===== src/rtl/rom_stream.sv =====
// rom_stream: burst-read ROM replayed as a valid/ready stream.
//
// A one-cycle i_start (accepted only while o_busy is low) captures a base address and a
// length-minus-one. The block then loads one word per cycle into an output register. Each word
// is held until the consumer takes it (o_valid && i_ready). The ROM read is registered, so no
// input reaches an output combinationally; i_ready only steers next-state.
//
// Parameters:
//   FILE       - init file name, kept for interface compatibility; ROM is filled ROM[i] = i
//   ADDR_WIDTH - width of address and length fields
//   WIDTH      - data word width
//   DEPTH      - number of ROM words, 1..2^ADDR_WIDTH
//   WRAP       - 1: addresses wrap modulo DEPTH; 0: addresses >= DEPTH read zero and set o_oor
//
// Ports:
//   clk, rst     - rising-edge clock, asynchronous active-high reset
//   i_start      - burst request (ignored while o_busy)
//   i_base_addr  - first word address, captured with i_start
//   i_len        - burst length minus one, captured with i_start
//   i_ready      - consumer accepts o_data when o_valid && i_ready
//   i_abort      - only with ROM_STREAM_ABORT_EN: kills the burst and drops the pending word
//   o_data       - current word
//   o_valid      - o_data holds an unconsumed word
//   o_last       - final word of the burst (qualifies o_valid)
//   o_oor        - word address was >= DEPTH (qualifies o_valid, WRAP = 0 only)
//   o_busy       - burst running or word still pending
//
// Optional feature: define ROM_STREAM_ABORT_EN to add the i_abort input.

module rom_stream #(
  parameter string       FILE       = "",
  parameter int unsigned ADDR_WIDTH = 8,
  parameter int unsigned WIDTH      = 8,
  parameter int unsigned DEPTH      = 64,
  parameter int unsigned WRAP       = 0
) (
  input  logic                  clk,
  input  logic                  rst,
  input  logic                  i_start,
  input  logic [ADDR_WIDTH-1:0] i_base_addr,
  input  logic [ADDR_WIDTH-1:0] i_len,
  input  logic                  i_ready,
`ifdef ROM_STREAM_ABORT_EN
  input  logic                  i_abort,
`endif
  output logic [WIDTH-1:0]      o_data,
  output logic                  o_valid,
  output logic                  o_last,
  output logic                  o_oor,
  output logic                  o_busy
);

  localparam int unsigned IdxW = (DEPTH > 1) ? $clog2(DEPTH) : 1;

  typedef enum logic {StIdle, StRun} state_e;

  // ROM storage; contents are fixed at elaboration and untouched by reset.
  logic [WIDTH-1:0] rom [DEPTH];

  initial begin
    for (int i = 0; i < int'(DEPTH); i++) begin
      rom[i] = WIDTH'(i);
    end
  end

  state_e                state_q, state_d;
  logic [ADDR_WIDTH-1:0] addr_q, addr_d;
  logic [ADDR_WIDTH-1:0] rem_q, rem_d;
  logic [WIDTH-1:0]      data_q, data_d;
  logic                  valid_q, valid_d;
  logic                  last_q, last_d;
  logic                  oor_q, oor_d;

  logic                  abort;
  logic                  ld;
  logic                  in_range;
  logic [WIDTH-1:0]      rom_word;
  logic [ADDR_WIDTH-1:0] addr_inc;
  logic [ADDR_WIDTH-1:0] base_cap;

`ifdef ROM_STREAM_ABORT_EN
  assign abort = i_abort;
`else
  assign abort = 1'b0;
`endif

  // Load a new word whenever running and the output register is empty or being drained.
  assign ld = (state_q == StRun) && (!valid_q || i_ready);

  assign in_range = (32'(addr_q) < DEPTH);
  assign rom_word = in_range ? rom[addr_q[IdxW-1:0]] : '0;

  always_comb begin
    // With WRAP the counter folds back at DEPTH-1; otherwise it runs the full ADDR_WIDTH range
    // and rolls over to 0, which is back inside the ROM.
    if ((WRAP != 0) && (32'(addr_q) == DEPTH - 1)) begin
      addr_inc = '0;
    end else begin
      addr_inc = addr_q + ADDR_WIDTH'(1);
    end
  end

  always_comb begin
    if (WRAP != 0) begin
      base_cap = ADDR_WIDTH'(32'(i_base_addr) % DEPTH);
    end else begin
      base_cap = i_base_addr;
    end
  end

  always_comb begin
    state_d = state_q;
    addr_d  = addr_q;
    rem_d   = rem_q;
    data_d  = data_q;
    valid_d = valid_q;
    last_d  = last_q;
    oor_d   = oor_q;

    if (abort) begin
      // Abort wins over both a pending load and a new start; o_data keeps its last value.
      state_d = StIdle;
      rem_d   = '0;
      valid_d = 1'b0;
      last_d  = 1'b0;
      oor_d   = 1'b0;
    end else begin
      unique case (state_q)
        StIdle: begin
          if (valid_q) begin
            // Final word of the previous burst still pending; o_busy is high, so no start.
            if (i_ready) begin
              valid_d = 1'b0;
              last_d  = 1'b0;
              oor_d   = 1'b0;
            end
          end else if (i_start) begin
            addr_d  = base_cap;
            rem_d   = i_len;
            state_d = StRun;
          end
        end
        StRun: begin
          if (ld) begin
            data_d  = rom_word;
            valid_d = 1'b1;
            last_d  = (rem_q == '0);
            oor_d   = !in_range && (WRAP == 0);
            addr_d  = addr_inc;
            rem_d   = rem_q - ADDR_WIDTH'(1);
            if (rem_q == '0) begin
              state_d = StIdle;
            end
          end
        end
        default: state_d = StIdle;
      endcase
    end
  end

  always_ff @(posedge clk or posedge rst) begin
    if (rst) begin
      state_q <= StIdle;
      addr_q  <= '0;
      rem_q   <= '0;
      data_q  <= '0;
      valid_q <= 1'b0;
      last_q  <= 1'b0;
      oor_q   <= 1'b0;
    end else begin
      state_q <= state_d;
      addr_q  <= addr_d;
      rem_q   <= rem_d;
      data_q  <= data_d;
      valid_q <= valid_d;
      last_q  <= last_d;
      oor_q   <= oor_d;
    end
  end

  assign o_data  = data_q;
  assign o_valid = valid_q;
  assign o_last  = last_q;
  assign o_oor   = oor_q;
  assign o_busy  = (state_q == StRun) || valid_q;

endmodule


===== config.mk =====
export PLATFORM = sky130hd
export DESIGN_NAME = rom_stream
export DESIGN_NICKNAME = d
export VERILOG_FILES = /design/src/rtl/rom_stream.sv
export SDC_FILE = /design/constraint.sdc
export NUM_CORES = 1
export LEC_CHECK = 0
export ABC_AREA = 1
export CAP_MARGIN = 20
export CORE_ASPECT_RATIO = 1.1
export CORE_MARGIN = 2
export CORE_UTILIZATION = 54
export CTS_CLUSTER_SIZE = 12
export DETAILED_ROUTE_END_ITERATION = 8
export PLACE_DENSITY = 0.8
export SYNTH_ARGS = -nofsm -noshare
export SYNTH_HDL_FRONTEND = slang
export SYNTH_SLANG_ARGS = --single-unit

===== constraint.sdc =====
create_clock -name clk -period 1.9 [get_ports clk]
set_clock_uncertainty 0.05 [all_clocks]
set_input_delay 0.38 -clock clk [delete_from_list [all_inputs] [get_ports clk]]
set_output_delay 0.38 -clock clk [all_outputs]
set_load 0.02 [all_outputs]

== Yosys cells after proc, flatten, opt, wreduce, memory -nomap -nowiden ==
Memories as Yosys holds them, arrays and structs flattened.
Index checks and enable logic that the tools add are counted.
Word-level totals
  bits in registers: 28
  memory bits (read-only): 384
  output and inout port bits: 12
  memories kept: 1
Memories
  rom: words 64, bits a word 6, read ports 1, clocked after memory_dff 0, wr ports 0, line 58  | logic [WIDTH-1:0] rom [DEPTH];
Cells by class
  add/subtract/negate cells: 2
  magnitude comparators: 1
  equal/unequal tests: 5
  muxes and demuxes: 24
  bitwise gates (word level): 1
  reductions and logical operators: 9
Operators with widths (number)
  $mux W8: 7
  $pmux W8 S2: 2
  $mux W1: 11
  $add A8 B1 Y8 const B: 1
  $logic_not A8 Y1: 1
  $lt A8 B7 Y1 const B: 1
  $ne A2 B2 Y1 const B: 4
  $pmux W1 S2: 4
  $sub A8 B1 Y8 const B: 1
  $reduce_and A3 Y1: 2
  $logic_not A1 Y1: 2
  $logic_or A1 B1 Y1: 2
  $ne A2 B1 Y1 const B: 1
  $reduce_and A2 Y1: 1
  $logic_and A1 B1 Y1: 1
  $not A1 Y1: 1

== Depth between registers and ports, before layout ==
Gate-level depths: netlist (run 1).
  depth in word-level cells: 5
  mapped depth: 9
  mapped depth without buffers: 8

== Worst setup path after synthesis (run 1) ==
OpenSTA, ideal clock, no wires.
  path type: register -> register
  start: register valid_q, in the netlist o_valid
  end: register rem_q[5]
  setup time: 0.121 ns
  arrival: 1.152 ns
  required time: 1.729 ns
  setup slack: 0.577 ns
  stages on the path, launching flop included: 8
  path buffers: 2
  cells stage by stage: dfrtp_1 -> nand2_1 -> nand2_2 -> nand2_2 -> buf_6 -> buf_6 -> o211ai_1 -> nand2_1
On the way
  longest elaborated chain between the ends: 5
  elaborated cells on any way between the ends: 6
  those cells by class: 2 x eq/ne; 4 x reduce/logical
RTL lines
  start, declared: line 70  | logic valid_q, valid_d;
  start signal, assigned: line 175  | valid_q <= valid_d;
  $logic_not A1 Y1: line 88  | assign ld = (state_q == StRun) && (!valid_q || i_ready);
  $logic_or A1 B1 Y1: line 88
  $logic_and A1 B1 Y1: line 88
  $ne A2 B1 Y1 (no line)
  $reduce_and A3 Y1 (no line) (*)
  end signal, assigned: line 173  | rem_q <= rem_d;
  end, declared: line 68  | logic [ADDR_WIDTH-1:0] rem_q, rem_d;
Mark *: on every way between the ends. The rest lies on a longest branch, timed or not.
A chain may end at the register's enable or synchronous reset.

== Worst setup path after layout (run 1) ==
  start: register data_q[5], in the netlist o_data[5]
  end: output port o_data[5]
RTL lines
  start, declared: line 69  | logic [WIDTH-1:0] data_q, data_d;
  start signal, assigned: line 174  | data_q <= data_d;
  end, declared: line 46  | output logic [WIDTH-1:0] o_data,
No word-level cell between the ends.

==> flow_metrics.tcl, run 1 <==
set metrics [dict create \
    vias 1409 \
    outcome "finished clean" \
    crit_path_end_kind "output port" \
    area_growth_pct 22.9 \
    wire_per_inst_um 12.1 \
    crit_cells 1 \
    drv_cap 0 \
    path_cells "clkdlybuf4s50_1" \
    ir_drop_mv 0.837 \
    netlist_top_cells_area "dfrtp_1 (43%), nand2_1 (16%), o21ai_0 (6.0%), inv_1 (5.3%), nor2_1 (4.5%)" \
    ys_ff_latch 26 \
    crit_fanout 2 \
    final_core_util 0.681 \
    cts_hold_buf 0 \
    layout-drive-gt1-share 0.0847 \
    vias_per_cell 5.24 \
    die-area_um2 3210 \
    synth-edff-count 0 \
    place_hpwl_mm 2.41 \
    ys_top_cells_by_count "nand2_1 (65), dfrtp_1 (26), inv_1 (21)" \
    die_y_um 59.3 \
    cts-root-buf "clkbuf_4" \
    gp_congestion 0.818 \
    finalHoldViolCount 0 \
    synth_top_area_share 0.434 \
    required_ns 1.47 \
    timing.setup.tns_ns 0 \
    swShare 0.465 \
    critPathSlowestCell "clkdlybuf4s50_1" \
    rsz0062_at_grt "no" \
    nets 260 \
    cts_sinks 26 \
    cts_tree "done" \
    yosysMostFrequentCell "nand2_1" \
    first_pass_iters 4 \
    clkPwrFrac 0.103 \
    hold_class "in2async" \
    critPathBufInv 1 \
    critPathTopFamily "buffers and inverters" \
    seqPwrFrac 0.362 \
    rows 20 \
    reg2reg_depth 6 \
    combPwrFrac 0.535 \
    crit_start "o_data[5]$_DFFE_PP0P_" \
    cpPeakStageDelay_ns 0.61 \
    fmax_mhz 570 \
    ant_nets 0 \
    clkTransAtPathRegs_ns 0.15 \
    drcViolationCount 0 \
    die_w_um 54.2 \
    ys_warn_count 0 \
    slew_violations 0 \
    grt_start_max_net_pins 30 \
    antenna_found_initial 0 \
    grt_pass1_wl_mm 5.38 \
    io_pins 32 \
    num_antenna_cells 0 \
    routed_wl_mm 3.25 \
    rr_startpoint "state_q$_DFF_PP0_" \
    cell_internal_pwr_mw 1.53 \
    fp.coreArea_um2 2700 \
    clockBufferDepth 2 \
    grt_pass1_vias 1310 \
    htreeDepth 1 \
    synth_cell_types 28 \
    syn_area_per_cell_um2 7.28 \
    grt_util_all_layers 0.227 \
    synth_top_flop_cell "dfrtp_1" \
    post-route-period-util 0.923 \
    portBuffers 29 \
    yosysTopAreaCell "dfrtp_1" \
    start_util 0.555 \
    cp-endpoint "o_data[5]" \
    synth_cells 206 \
    p_sw_mw 1.33 \
    async_reset_ff_frac 1.00 \
    finalSetupViolations 0 \
    powerDensity_nw_per_um2 1550 \
    finalCriticalPeriod_ns 1.75 \
    syn-cell-area_um2 1500 \
    critical_path_class "reg2out" \
    arrival_ns 1.32 \
    overflow 0 \
    numCtsBuffers 3 \
    synth_seq_area_share 0.434 \
    timing.rr.end "addr_q[3]$_DFFE_PP0P_" \
    clkLatencyLatePin_ns 0.33 \
    reg2reg_slack_ns 0.49 \
    p_leak_nw 0.908 \
    cp-start-kind "register" \
    drtIter0Drc 41 \
]
[flip-flops by register name (all words and copies together), names as in the netlist]
signal / flops
rem_q: 8
o_last: 1
o_oor: 1
addr_q: 8
state_q: 1
o_valid: 1
o_data: 6
[placed cells by master (no fill, tap or decap), drive strengths merged]
cell type      instances
nand2                 67
clkdlybuf4s50         28
o21ai                 27
dfrtp                 26
inv                   23
nor2                  20
nand3                 11
buf                    6
a21oi                  5
clkbuf                 4
o211ai                 3
ha                     3
nand4                  2
or2                    2
conb                   2
o21bai                 1
o22ai                  1
a22oi                  1
nor3                   1
nor3b                  1
a31oi                  1
dlygate4sd2            1
[kinds of logic after synthesis]
kind of cell | Yosys count | share of synthesized area
compound gates | 39 | 0.143
fa+ha+maj | 3 | 0.0250
buf+inv | 33 | 0.106
flops | 26 | 0.434
other cells | 1 | 0.00250
simple gates | 104 | 0.290
[per-layer routing]
metal | wire, µm | part of all wire | global-route usage | vias to the layer above
li1 | - | - | - | 711
met1 | 1390 | 0.43 | 0.277 | 628
met5 | 0 | 0 | 0 | -
met3 | 225 | 0.069 | 0.0278 | 7
met2 | 1560 | 0.48 | 0.382 | 63
met4 | 70 | 0.022 | 0.121 | 0
[worst min path at each step]
stage,end,depth (start not counted)
global route,o_data[1]$_DFFE_PP0P_,3
floorplan,addr_q[0]$_DFFE_PP0P_,1
CTS,o_oor$_DFFE_PP0P_,3
global placement,o_data[3]$_DFFE_PP0P_,2
finish,rem_q[5]$_DFFE_PP0P_,3
detailed placement,o_oor$_DFFE_PP0P_,2
[final cells by class]
cell class / instances / area [µm²]
Clock buffer: 4 / 36.3
Fill cell: 244 / 861
Inverter: 23 / 86.3
Multi-Input combinational cell: 148 / 693
Sequential cell: 26 / 651
Tap cell: 33 / 41.3
Timing Repair Buffer: 35 / 334
[power by group through the flow]
stage               Sequential, mW  Clock (mW)  Combinational (mW)
finish                        1.04       0.293                1.53
global route                  1.06       0.318                1.74
CTS                           1.03       0.293                1.53
detailed placement            1.04           0                1.53
global placement              1.02           0                1.46
floorplan                     1.07           0                1.06
[per-stage QoR]
stage / hold WS, ns / cells / area, µm² / total power [mW] / worst slack (ns)
finish: 0.342 / 269 / 1840 / 2.86 / 0.146
global route: 0.381 / 269 / 1840 / 3.13 / 0.0812
CTS: 0.350 / 269 / 1840 / 2.86 / 0.131
detailed placement: 0.427 / 265 / 1810 / 2.57 / 0.223
global placement: 0.416 / 265 / 1810 / 2.48 / 0.260
floorplan: 0.370 / 207 / 1500 / 2.13 / 0.577
[timing repair]
item | CTS | global route
buffers inserted | 0 | 0
gates resized for setup | 1 | 0
endpoints found under the setup margin | 1 | 0
Power figures use the tool's default switching activity.
==> inputs of run 2 (changes only) <==
--- a/config.mk
+++ b/config.mk
@@ -16,3 +16,4 @@
 export SYNTH_ARGS = -nofsm -noshare
 export SYNTH_HDL_FRONTEND = slang
 export SYNTH_SLANG_ARGS = --single-unit
+export TNS_END_PERCENT = 30
==> results of run 2 <==
The final DEF is identical to that of run 1; final timing and power are the same.
